--- config.mk ---
export PLATFORM = sky130hd
export DESIGN_NAME = uart_rx_flat
export DESIGN_NICKNAME = d
export VERILOG_FILES = /design/src/rtl/uart_rx_if.sv /design/src/rtl/uart_rx.sv /design/src/flat_wrapper.sv
export SDC_FILE = /design/constraint.sdc
export NUM_CORES = 1
export LEC_CHECK = 0
export CAP_MARGIN = 5
export CORE_MARGIN = 10
export CORE_UTILIZATION = 55
export DETAILED_ROUTE_END_ITERATION = 10
export PLACE_DENSITY = 0.86
export SLEW_MARGIN = 20
export SYNTH_ARGS = -nofsm -noshare
export SYNTH_HDL_FRONTEND = slang
export SYNTH_SLANG_ARGS = --single-unit
--- constraint.sdc ---
create_clock -name clk -period 2.4 [get_ports clk]
set_clock_uncertainty 0.15 [all_clocks]
set_input_delay 0.48 -clock clk [delete_from_list [all_inputs] [get_ports clk]]
set_output_delay 0.48 -clock clk [all_outputs]
set_load 0.005 [all_outputs]
--- src/rtl/uart_rx_if.sv ---
// uart_rx_if: serial line and received-byte bundle for the UART receiver.
//   rx_in      - serial line into the receiver, idle high
//   rx_data    - last received byte
//   rx_valid   - one-cycle strobe when a frame completes
//   parity_err - parity mismatch flag, valid with rx_valid
//   frame_err  - stop bit sampled low, valid with rx_valid
//   busy       - receiver is inside a frame
// Modports: slave = the receiver, master = whatever drives the line and consumes the byte.
interface uart_rx_if;
    logic       rx_in;
    logic [7:0] rx_data;
    logic       rx_valid;
    logic       parity_err;
    logic       frame_err;
    logic       busy;

    modport master (
        output rx_in,
        input  rx_data,
        input  rx_valid,
        input  parity_err,
        input  frame_err,
        input  busy
    );

    modport slave (
        input  rx_in,
        output rx_data,
        output rx_valid,
        output parity_err,
        output frame_err,
        output busy
    );
endinterface

--- src/rtl/uart_rx.sv ---
// uart_rx: UART receiver, idle-high line, start bit, 8 data bits MSB first,
// optional even parity bit, stop bit. Each bit is sampled at mid-bit; no
// resynchronisation on data edges.
//   clk  - single clock, rising edge
//   rst  - synchronous, active-low reset
//   bus  - uart_rx_if.slave: rx_in in; rx_data, rx_valid, parity_err, frame_err, busy out
// Build option: define UART_RX_PARITY_EN to receive an 11-bit frame with an even
// parity bit; without it the frame is 10 bits and parity_err is tied low.
module uart_rx #(
    parameter int unsigned CLKS_PER_BIT = 16
) (
    input  logic     clk,
    input  logic     rst,
    uart_rx_if.slave bus
);

    localparam logic [7:0] HALF_M1 = 8'(CLKS_PER_BIT / 2 - 1);
    localparam logic [7:0] LAST    = 8'(CLKS_PER_BIT - 1);

    typedef enum logic [2:0] {
        StIdle,
        StStart,
        StData,
`ifdef UART_RX_PARITY_EN
        StParity,
`endif
        StStop
    } state_e;

    state_e     state_q;
    logic [7:0] cnt_q;
    logic [2:0] bit_idx_q;
    logic [7:0] shift_q;
    logic       rx_meta_q;
    logic       rx_s_q;
    logic       rx_d_q;
    logic [7:0] rx_data_q;
    logic       rx_valid_q;
    logic       frame_err_q;
`ifdef UART_RX_PARITY_EN
    logic       par_bit_q;
    logic       parity_err_q;
`endif

    always_ff @(posedge clk) begin
        if (!rst) begin
            state_q     <= StIdle;
            cnt_q       <= '0;
            bit_idx_q   <= '0;
            shift_q     <= '0;
            rx_meta_q   <= 1'b1;
            rx_s_q      <= 1'b1;
            rx_d_q      <= 1'b1;
            rx_data_q   <= '0;
            rx_valid_q  <= 1'b0;
            frame_err_q <= 1'b0;
`ifdef UART_RX_PARITY_EN
            par_bit_q    <= 1'b0;
            parity_err_q <= 1'b0;
`endif
        end else begin
            rx_meta_q  <= bus.rx_in;
            rx_s_q     <= rx_meta_q;
            rx_d_q     <= rx_s_q;
            rx_valid_q <= 1'b0;
            cnt_q      <= cnt_q + 8'd1;

            case (state_q)
                StIdle: begin
                    cnt_q <= '0;
                    // Only a real high-to-low transition starts a frame, so a
                    // line stuck low (break) never produces frames.
                    if (rx_d_q && !rx_s_q) begin
                        state_q <= StStart;
                    end
                end
                StStart: begin
                    if (cnt_q == HALF_M1) begin
                        cnt_q     <= '0;
                        bit_idx_q <= '0;
                        // Line back high at mid start bit: treat as a glitch.
                        state_q   <= rx_s_q ? StIdle : StData;
                    end
                end
                StData: begin
                    if (cnt_q == LAST) begin
                        shift_q   <= {shift_q[6:0], rx_s_q};
                        cnt_q     <= '0;
                        bit_idx_q <= bit_idx_q + 3'd1;
                        if (bit_idx_q == 3'd7) begin
`ifdef UART_RX_PARITY_EN
                            state_q <= StParity;
`else
                            state_q <= StStop;
`endif
                        end
                    end
                end
`ifdef UART_RX_PARITY_EN
                StParity: begin
                    if (cnt_q == LAST) begin
                        par_bit_q <= rx_s_q;
                        cnt_q     <= '0;
                        state_q   <= StStop;
                    end
                end
`endif
                StStop: begin
                    if (cnt_q == LAST) begin
                        // Errored frames are still delivered; the flags qualify them.
                        rx_data_q    <= shift_q;
                        frame_err_q  <= ~rx_s_q;
`ifdef UART_RX_PARITY_EN
                        parity_err_q <= par_bit_q ^ (^shift_q);
`endif
                        rx_valid_q   <= 1'b1;
                        cnt_q        <= '0;
                        state_q      <= StIdle;
                    end
                end
                default: state_q <= StIdle;
            endcase
        end
    end

    assign bus.rx_data   = rx_data_q;
    assign bus.rx_valid  = rx_valid_q;
    assign bus.frame_err = frame_err_q;
    assign bus.busy      = (state_q != StIdle);
`ifdef UART_RX_PARITY_EN
    assign bus.parity_err = parity_err_q;
`else
    assign bus.parity_err = 1'b0;
`endif

endmodule

--- src/flat_wrapper.sv ---
// flat-port wrapper written by rule: the top's interface ports become plain ports
module uart_rx_flat 
#(
    parameter int unsigned CLKS_PER_BIT = 16
)
  (clk, rst, bus_rx_in, bus_rx_data, bus_rx_valid, bus_parity_err, bus_frame_err, bus_busy);
  uart_rx_if bus_i ();
  input  logic clk;
  input  logic rst;
  input wire logic [$bits(bus_i.rx_in)-1:0] bus_rx_in;
  output wire logic [$bits(bus_i.rx_data)-1:0] bus_rx_data;
  output wire logic [$bits(bus_i.rx_valid)-1:0] bus_rx_valid;
  output wire logic [$bits(bus_i.parity_err)-1:0] bus_parity_err;
  output wire logic [$bits(bus_i.frame_err)-1:0] bus_frame_err;
  output wire logic [$bits(bus_i.busy)-1:0] bus_busy;
  assign bus_i.rx_in = bus_rx_in;
  assign bus_rx_data = bus_i.rx_data;
  assign bus_rx_valid = bus_i.rx_valid;
  assign bus_parity_err = bus_i.parity_err;
  assign bus_frame_err = bus_i.frame_err;
  assign bus_busy = bus_i.busy;
  uart_rx #(.CLKS_PER_BIT(CLKS_PER_BIT)) u_core (.clk(clk), .rst(rst), .bus(bus_i));
endmodule
-- Word-level counts from Yosys, hierarchy flattened
Cells that the tools add are included.
- output and inout port bits: 12
- bits of input ports: 3
- register bits: 35
- $add $sub $neg: 2
- bitwise operators: 1
- mux-type cells: 14
- reductions and logical operators: 11
- equality and inequality tests: 11
- operators with widths (kind ; number):
    $pmux W8 S3 ; 1
    $mux W3 ; 7
    $mux W8 ; 2
    $pmux W3 S4 ; 1
    $ne A2 B1 Y1 const B ; 5
    $add A8 B1 Y8 const B ; 1
    $eq A8 B3 Y1 const B ; 1
    $eq A8 B4 Y1 const B ; 1
    $eq A3 B2 Y1 const B ; 2
    $pmux W3 S2 ; 1
    $reduce_and A2 Y1 ; 3
    $reduce_and A5 Y1 ; 1
    $add A3 B1 Y3 const B ; 1
    $eq A3 B1 Y1 const B ; 1
    $eq A3 B3 Y1 const B ; 1
    $logic_not A3 Y1 ; 1
    $reduce_and A3 Y1 ; 1
    $reduce_bool A3 Y1 ; 1
    $mux W2 ; 1
    $reduce_bool A2 Y1 ; 1
    $reduce_or A2 Y1 ; 1
    $logic_and A1 B1 Y1 ; 1
    $logic_not A1 Y1 ; 1
    $mux W1 ; 1
    $not A1 Y1 ; 1

-- Longest topological paths before layout
- word-level depth: 4
- mapped depth: 7
- mapped depth without buffers: 6

-- Worst setup path after synthesis
OpenSTA, ideal clock, no wires.
- kind: register -> register
- start: register u_core.cnt_q[5]
- end: register u_core.state_q[1]
- arrival time: 1707 ps
- cell stages (with the launch flop): 5
- library setup time: 121 ps
- slack: 421 ps
- required time: 2129 ps
- cell sequence: dfxtp_1 -> or4_4 -> or4b_4 -> a211oi_1 -> o2bb2ai_1
- word-level cells in the longest chain between the ends: 3
- elaborated cells between the ends (all ways): 6
- classes of those cells: 5 x eq/ne; 1 x reduce/logical
- RTL lines (what ; RTL line ; RTL):
    start: declaration ; uart_rx.sv:31 ; logic [7:0] cnt_q;
    start signal: assignment ; uart_rx.sv:66 ; cnt_q <= cnt_q + 8'd1;
    $eq A8 B4 Y1 or $eq A8 B3 Y1 (tied branches) ; uart_rx.sv:86, uart_rx.sv:109, uart_rx.sv:78 ;
    $ne A2 B1 Y1 (no line) ; n/a ;
    $reduce_and A5 Y1 (no line) * ; n/a ;
    end signal: assignment ; uart_rx.sv:82 ; state_q <= rx_s_q ? StIdle : StData;
    end signal: assignment ; uart_rx.sv:94 ; state_q <= StStop;
    end signal: assignment ; uart_rx.sv:118 ; state_q <= StIdle;
    end: declaration ; uart_rx.sv:30 ; state_e state_q;
Every way passes the cells marked *; elsewhere a longest branch is shown, timed or not.
A chain may end at the register's enable or synchronous reset.

-- Final worst setup path
- start: register u_core.state_q[1]
- end: output port bus_busy
- word-level cells in the longest chain between the ends: 1
- RTL lines (what ; RTL line ; RTL):
    start signal: assignment ; uart_rx.sv:47 ; state_q <= StIdle;
    start signal: assignment ; uart_rx.sv:74 ; state_q <= StStart;
    start signal: assignment ; uart_rx.sv:82 ;
    $reduce_bool A3 Y1 ; uart_rx.sv:129 ; assign bus.busy = (state_q != StIdle);
    end: declaration ; flat_wrapper.sv:15 ; output wire logic [$bits(bus_i.busy)-1:0] bus_busy;
Every way passes these cells.

==> impl_results.md <==
- TritonCTS clock tree: yes
- Cells after Synth: 151
- Share of cells above drive strength 1: 0.101
- Actual slew at the worst max-slew pin: 548 ps
- Reg2Reg Setup Slack: 330 ps
- Crit Path Class: flip-flop to output pin
- Register area share after synthesis: 0.466
- Outcome: finished clean
- RSZ-0062 raised after global routing: no
- GPL Wtd Cong: 0.853
- CP Capture Type: output pin
- Die W: 71.5 um
- First-pass GRT wire length: 4.89 mm
- Vias per cell: 5.54
- Initial DRC count: 130
- Starting Density: 0.584
- Ys Warns: 0
- HP Class: flip-flop to flip-flop
- Critical R2R Capture: u_core.state_q[0]$_SDFFE_PN0P_
- Final period utilization: 0.956
- Worst Setup SP: u_core.state_q[1]$_SDFFE_PN0P_
- I/O Buffers: 13
- Asr flop ratio synth: 0
- TNS Setup: 0 ps
- Switching Power: 0.000339 W
- Core Area: 2500 um^2
- Post-Syn Nets: 162
- Met1 Use GR: 0.133
- Slew headroom: 0.634
- CP Max Fanout: 6
- Met2 Usage GRT: 0.186
- Routed wire length: 2.76 mm
- Multi-input gate area: 718 um^2
- Num CTS Buffers: 5
- Data required, critical path: 1770 ps
- Post-synth EDFFs: 0
- DRC viols: 0
- Combinational share of power: 0.159
- Pins Over Slew Limit: 0
- Synth Register Bits: 34
- Reg clk slew, reported paths: 110 ps
- Vias in the first global route: 1084
- Global-route total usage across every layer: 0.117
- Setup crit end: bus_busy
- Final nets: 178
- Hold Vio Cnt, Final: 0
- Hold_buf cts: 0
- CTS Sinks: 34
- Max_cap viols: 0
- Minimum clock period: 2290 ps
- Area grow syn2layout: 16.6%
- Mapped Area: 1460 um^2
- First-pass iteration count of the detailed router: 4
- Root buffer cell: clkbuf_4
- Cell variety after synth: 37
- Internal power: 0.000877 W
- Flop pwr share: 0.493
- Die height: 71.5 um
- Ant diodes: 0
- FF-to-FF path depth: 4
- Initial antenna violation count: 0
- Peak supply drop: 0.640 mV
- Final ANT Viol Nets: 0
- DP HPWL: 2.03 mm
- FP Rows: 18
- Grt ovf: 0
- H-Tree Depth: 2
- GRT Max-Usage Layer: met2
- Startpoint Class: flip-flop
- Skew-Pair Late Insertion Delay: 350 ps
- Register area: 682 um^2
- Clk pwr share: 0.348
- Worst Path Arrival: 1660 ps
- Largest net degree at the start of global routing: 22
- Reg2Reg Launch Point: u_core.cnt_q[5]$_SDFF_PN0_
- M3 GR Usage: 0.0565
- Clk buf depth: 2
- Boundary Pins: 15
- Final Setup Violations: 0
- Fmax: 0.436 GHz
- Most used DFF post-synth: dfxtp_1
- Detailed-route via count: 1096
- Placed cell count: 190
- Switching power share of the total: 0.279
- Most frequent cells in the layout: dfxtp_1, nor2_1, mux2i_1
- Most common cell after layout, fill and taps aside: dfxtp_1
- FILL cells: 197
- Die Area: 5120 um^2
- Avg Cell Area, Syn: 9.67 um^2
- P_leak: 0.750 nW
- Power Dens Cells: 714 nW/um^2
- Finished Layout Cells: 198
- Drt wl/cell: 13.9 um
## cell families (layout without fill, tap and decap cells)
| kind of cell | count (synthesis) | after routing | share of synthesized area |
|---|---|---|---|
| compound gates | 15 | 15 | 0.0823 |
| xor+xnor | 6 | 6 | 0.0360 |
| fa+ha+maj | 8 | 8 | 0.0686 |
| buf+inv | 15 | 32 | 0.0420 |
| flops | 34 | 34 | 0.466 |
| mux | 17 | 17 | 0.117 |
| other cells | 1 | 1 | 0.00257 |
| simple gates | 55 | 55 | 0.186 |
## worst max-delay path: stages, from the launching register on
cell             delay, ps
dfxtp_1                450
inv_1                  100
ha_1                   180
inv_1                   80
clkdlybuf4s50_1        510
## how the worst min path moves through the flow
stage	from	end	slack, ps	cells past startpoint
6_report	u_core.rx_meta_q$_SDFF_PN1_	u_core.rx_s_q$_SDFF_PN1_	290	1
5_1_grt	u_core.rx_meta_q$_SDFF_PN1_	u_core.rx_s_q$_SDFF_PN1_	300	1
4_1_cts	u_core.rx_meta_q$_SDFF_PN1_	u_core.rx_s_q$_SDFF_PN1_	290	1
3_5_place_dp	u_core.rx_meta_q$_SDFF_PN1_	u_core.rx_s_q$_SDFF_PN1_	260	1
3_3_place_gp	u_core.rx_meta_q$_SDFF_PN1_	u_core.rx_s_q$_SDFF_PN1_	240	1
2_1_floorplan	u_core.rx_meta_q$_SDFF_PN1_	u_core.rx_s_q$_SDFF_PN1_	240	1
## power by group through the flow
stage | sequential, W | clock, W | combinational [W]
2_1_floorplan | 0.000606 | 0 | 0.000137
3_3_place_gp | 0.000608 | 0 | 0.000184
3_5_place_dp | 0.000611 | 0 | 0.000190
4_1_cts | 0.000598 | 0.000439 | 0.000191
5_1_grt | 0.000604 | 0.000457 | 0.000213
6_report | 0.000600 | 0.000423 | 0.000193
## sequential cells by signal (all words and copies together) (netlist names)
signal / flops
u_core.rx_meta_q: 1
u_core.shift_q: 8
u_core.bus.rx_data: 8
u_core.bit_idx_q: 3
u_core.cnt_q: 8
u_core.rx_s_q: 1
u_core.state_q: 2
u_core.rx_d_q: 1
u_core.bus.rx_valid: 1
u_core.bus.frame_err: 1
## synth_stat cells (2+ instances only)
library cell | n | share of area
nand4_1 | 2 | 0.0086
clkbuf_1 | 5 | 0.013
a311oi_1 | 3 | 0.018
nor2_1 | 26 | 0.067
nor3_1 | 4 | 0.014
xnor2_1 | 4 | 0.024
nand3_1 | 5 | 0.017
xor2_1 | 2 | 0.012
dfxtp_1 | 34 | 0.47
mux2i_1 | 17 | 0.12
nand2_1 | 6 | 0.015
ha_1 | 8 | 0.069
nor2b_1 | 2 | 0.0086
inv_1 | 8 | 0.021
nand2b_1 | 3 | 0.013
## routing by layer
layer | part of all wire | routed length, um
met3 | 0.065 | 180
met5 | 0 | 0
met4 | 0.017 | 46
met2 | 0.47 | 1290
met1 | 0.45 | 1240
## layout make-up
cell class | instances | share of cell area
multi-input cells | 102 | 0.422
repair buffers | 16 | 0.0896
inverters | 8 | 0.0176
clock inverters | 3 | 0.0265
flip-flops and latches | 34 | 0.400
clock buffers | 5 | 0.0220
well taps | 30 | 0.0220
## through the flow
step,total power [W],hold WS (ps),util,instance area [um^2],worst slack (ps)
2_1_floorplan,0.000743,236,-,1460,421
3_3_place_gp,0.000792,241,0.648,1620,404
3_5_place_dp,0.000801,257,0.648,1620,350
4_1_cts,0.00123,293,0.681,1700,69.0
5_1_grt,0.00127,303,0.681,1700,2.88
6_report,0.00122,286,0.681,1700,106
## what timing repair did
item                                    CTS  global route
resized for setup                         0             1
endpoints found under the setup margin    0             1
buffers inserted                          0             0
No activity file was read; power rests on OpenSTA's default activity.
